**src/rtl/adder_sum_accumulator.sv**
```systemverilog
// Accumulates BATCH {cout,sum} samples from the 4-bit adder into a wide
// running total, handed off through a valid/ready result handshake.
module adder_sum_accumulator #(
    parameter int ACC_W = 8,
    parameter int BATCH = 4
) (
    input  logic             clk,
    input  logic             rst,
    input  logic             in_valid,
    output logic             in_ready,
    input  logic [3:0]       sum,
    input  logic             cout,
    input  logic             clear,
    output logic             out_valid,
    input  logic             out_ready,
    output logic [ACC_W-1:0] acc_out,
    output logic             overflow,
    output logic [3:0]       count
);

    localparam logic [1:0] IDLE  = 2'd0;
    localparam logic [1:0] ACCUM = 2'd1;
    localparam logic [1:0] HOLD  = 2'd2;

    localparam logic [3:0] BATCH_N = 4'(BATCH);
    localparam bit         SINGLE  = (BATCH == 1);

    logic [1:0]       state;
    logic [ACC_W-1:0] acc;
    logic [3:0]       cnt;
    logic             ovf;

    logic [ACC_W-1:0] samp;
    logic [ACC_W:0]   acc_nx;
    logic [3:0]       cnt_nx;

    // Zero-extended sample, widened add exposing the carry, next count
    always_comb begin
        samp   = {{(ACC_W-5){1'b0}}, cout, sum};
        acc_nx = {1'b0, acc} + {1'b0, samp};
        cnt_nx = cnt + 4'd1;
    end

    // Handshake flags decode straight from state
    always_comb begin
        in_ready  = (state != HOLD);
        out_valid = (state == HOLD);
    end

    assign acc_out  = acc;
    assign overflow = ovf;
    assign count    = cnt;

    // Batch FSM; clear outranks any accept or deliver in the same cycle
    always_ff @(posedge clk or posedge rst) begin
        if (rst) begin
            state <= IDLE;
            acc   <= '0;
            cnt   <= '0;
            ovf   <= 1'b0;
        end else if (clear) begin
            state <= IDLE;
            acc   <= '0;
            cnt   <= '0;
            ovf   <= 1'b0;
        end else begin
            unique case (state)
                IDLE: begin
                    if (in_valid) begin
                        acc   <= samp;
                        cnt   <= 4'd1;
                        ovf   <= 1'b0;
                        state <= SINGLE ? HOLD : ACCUM;
                    end
                end
                ACCUM: begin
                    if (in_valid) begin
                        acc <= acc_nx[ACC_W-1:0];
                        ovf <= ovf | acc_nx[ACC_W];
                        cnt <= cnt_nx;
                        if (cnt_nx == BATCH_N) begin
                            state <= HOLD;
                        end
                    end
                end
                HOLD: begin
                    if (out_ready) begin
                        state <= IDLE;
                        acc   <= '0;
                        cnt   <= '0;
                        ovf   <= 1'b0;
                    end
                end
                default: begin
                    state <= IDLE;
                    acc   <= '0;
                    cnt   <= '0;
                    ovf   <= 1'b0;
                end
            endcase
        end
    end

endmodule

```
**config.mk**
```make
export PLATFORM = sky130hd
export DESIGN_NAME = adder_sum_accumulator
export DESIGN_NICKNAME = d
export VERILOG_FILES = /design/src/rtl/adder_sum_accumulator.sv
export SDC_FILE = /design/constraint.sdc
export NUM_CORES = 1
export LEC_CHECK = 0
export ABC_AREA = 1
export CAP_MARGIN = 20
export CELL_PAD_IN_SITES_DETAIL_PLACEMENT = 1
export CELL_PAD_IN_SITES_GLOBAL_PLACEMENT = 2
export CORE_MARGIN = 3
export CORE_UTILIZATION = 28
export DETAILED_ROUTE_END_ITERATION = 8
export PLACE_DENSITY = 0.81
export SYNTH_ARGS = -nofsm -noshare
export SYNTH_HDL_FRONTEND = slang
export SYNTH_SLANG_ARGS = --single-unit
```
**constraint.sdc**
```tcl
create_clock -name clk -period 2.1 [get_ports clk]
set_clock_uncertainty 0.1 [all_clocks]
set_input_delay 0.63 -clock clk [delete_from_list [all_inputs] [get_ports clk]]
set_output_delay 0.63 -clock clk [all_outputs]
set_load 0.05 [all_outputs]
```
==> out/summary.txt <==
fraction of layout instances using a drive strength above 1 = 33.33%
start-to-end type of the worst setup path = input port to register
P&R area growth vs syn = 43.59%
placeable core region = 3716 um^2
critical path launch point type = input port
wire length of the first global-routing pass = 4.995 mm
IO Count = 25
Hold Violations, Final = 0
weighted congestion reported at the end of routability-driven placement = 0.8018
TritonCTS Sinks = 15
# DRC = 0
Worst Setup End Kind = register
maximum capacitance violations = 0
Top Family by Delay on Critical Path = buffers and inverters
worst slew pin tran = 520.7 ps
source-to-sink clock delay at the later pin of the worst-skew pair = 250 ps
most common cell type on the critical path = sky130_fd_sc_hd__nand2_1
highest achievable clock rate = 501.7 MHz
post-detail-place hpwl = 2.418 mm
Most Crowded Layer GR = met2
hold path depth = 2
Antenna diodes = 0
Num CTS Buffers = 3
leading cell type in the layout, fill and taps excluded = sky130_fd_sc_hd__nand2_1
initial antenna violation count = 0
root buffer cell = sky130_fd_sc_hd__clkbuf_8
Gate Count Post-Synth = 140
highest net fanout along the worst path = 3
Yosys reg bits = 15
Post-Synthesis Net Count = 158
area taken by flip-flops and latches = 375.4 um^2
vias after detailed routing = 1058
worst endpoint required time = 2190 ps
leftover overflow at the end of global routing = 0
number of DRC markers in iteration 0 = 14
detail-routed net length per standard cell = 12.86 um
Final Cell Area = 1570 um^2
via-per-instance ratio = 4.580
starting density of the core = 29.43%
Clock Tree Buf Depth = 2
cells traversed along the worst timing path = clkdlybuf4s50_1 -> fa_2 -> nand3_1 -> nand2_1 -> nand2_2 -> nand2_1 -> o21ai_1 -> nand2_1 -> nand2_1
arrival time worst endpoint = 2080 ps
Die Wd = 68.50 um
post-synthesis cell type count = 27
placement row count = 22
fillcell total = 465
mean area per synthesized cell = 7.811 um^2
Final period util = 94.92%
area of combinational cells with multiple inputs = 643.1 um^2
global-route track usage on met2 = 25.86%
number of warning messages in the yosys log = 0
post-route ant nets = 0
Clk pin slew, worst setup/hold paths = 60 ps
length in cells of the worst reg-to-reg path = 9
area after detailed placement = 1494 um^2
commonest non-fill, non-tap cells in the layout = sky130_fd_sc_hd__nand2_1 (35), sky130_fd_sc_hd__buf_4 (28), sky130_fd_sc_hd__inv_1 (17)
Setup-failing EPs final = 0
total die area = 4692 um^2
leak pwr = 0.0008092 uW
H-tree depth = 1
Total Routed Length = 2.971 mm
hold crit path type = register to register
run status = completed
max incr delay on CP = 480 ps
Port Buffers = 24
post-synthesis sequential area ratio = 34.32%
Worst path depth = 9
Power per Cell Area = 652.9 nW/um^2
CTS tree = yes
global-route usage over all layers = 14.45%
Buffers & Inverters on Critical Path = 1
Cell Area, Synth = 1094 um^2
shortest period the worst path allows = 1993 ps
worst ir drop on vdd = 0.3525 mV
overall power = 1025 uW
die height = 68.50 um
tightest slew margin relative to the limit = 65.02%
1st-pass router iterations = 4
final-report max-slew violation count = 0
met3 global-route usage = 2.107%
RSZ-0062 raised after global routing = no
pin count of the biggest net entering global routing = 16
final layout net count = 202
GRT met1 Usage = 17.69%
number of global-route vias before repair = 1102
highest-delay cell along the critical path = sky130_fd_sc_hd__clkdlybuf4s50_1
==> registers in the layout, summed over array words and instances (netlist names) <==
| signal | flops |
|---|---|
| overflow | 1 |
| state | 2 |
| count | 4 |
| acc_out | 8 |
==> Yosys cell counts (all sizes together) <==
| cell | n | share of area [%] |
|---|---|---|
| a22o | 1 | 0.80 |
| xnor2 | 1 | 0.80 |
| a21oi | 6 | 3.4 |
| ha | 7 | 8.0 |
| nand3b | 1 | 0.69 |
| fa | 1 | 1.8 |
| o21ai | 6 | 3.1 |
| nand4 | 2 | 1.1 |
| dfrtp | 15 | 34 |
| nor2 | 15 | 8.1 |
| nand3 | 16 | 7.8 |
| nor3 | 1 | 0.46 |
| buf | 1 | 1.8 |
| or2 | 2 | 1.1 |
| inv | 21 | 7.7 |
| nand2 | 44 | 19 |
==> layout make-up <==
cell class              count  share of cell area (%)
inverters                  21                   5.339
flip-flops and latches     15                   23.90
well taps                  48                   3.825
multi-input cells         103                   40.96
clock buffers               4                   2.869
repair buffers             40                   23.11
==> path summary, 6_finish.rpt <==
path                                  from    endpoint  slack, ps
worst max-delay path                sum[1]  acc_out[4]        110
worst min-delay path            acc_out[4]  acc_out[4]        430
worst max register to register  acc_out[0]  acc_out[4]        340
worst min register to register  acc_out[4]  acc_out[4]        430
max in group asynchronous              rst  acc_out[1]       1130
min in group asynchronous              rst  acc_out[5]        580
==> metal layers <==
layer	wire length, um	part of all wire, %
met4	29	0.98
met5	0	0
met3	98	3.3
met1	1313	44
met2	1530	51
==> cells by family after synthesis <==
kind of cell / after synthesis / share of synthesized area, %
DFF: 15 / 34.32
xor gates and xnor gates: 1 / 0.8011
buffers and inverters: 22 / 9.497
AOI/OAI and AO/OA: 13 / 7.323
and+or+nand+nor: 81 / 38.22
adders and majority gates: 8 / 9.840
==> metrics by stage <==
| step | cells | TNS, ps | hold slack, ps | setup WS, ps | util, % |
|---|---|---|---|---|---|
| after global placement | 227 | -1594 | 396.8 | -316.7 | 40.20 |
| after detailed placement | 227 | -2044 | 424.3 | -396.3 | 40.20 |
| final | 231 | 0 | 432.7 | 106.7 | 42.26 |
| after global routing | 231 | 0 | 456.8 | 18.64 | 42.26 |
| after CTS | 231 | 0 | 441.8 | 8.711 | 41.55 |
| after floorplan | 140 | 0 | 431.5 | 180.6 | - |
==> worst reg2reg max path: cells and delay by family (launching register included) <==
| kind | cells | cell delay [ps] |
|---|---|---|
| DFF | 1 | 420 |
| adders and majority gates | 2 | 590 |
| and+or+nand+nor | 6 | 450 |
| AOI/OAI and AO/OA | 1 | 150 |
==> power by group <==
group / leakage [uW] / total [uW] / internal (uW) / switching [uW]
combinational: 0.000586 / 433 / 172 / 261
clock: 0.0000228 / 238 / 134 / 104
sequential: 0.000200 / 354 / 317 / 37.9
total: 0.000809 / 1030 / 623 / 403
==> what timing repair did <==
item	in CTS	in global routing
endpoints found under the setup margin	4	5
setup buffers	0	0
hold buffers	0	0
pin swaps	1	1
resized for setup	3	6
Note: power is estimated with default switching activity, not from simulation.
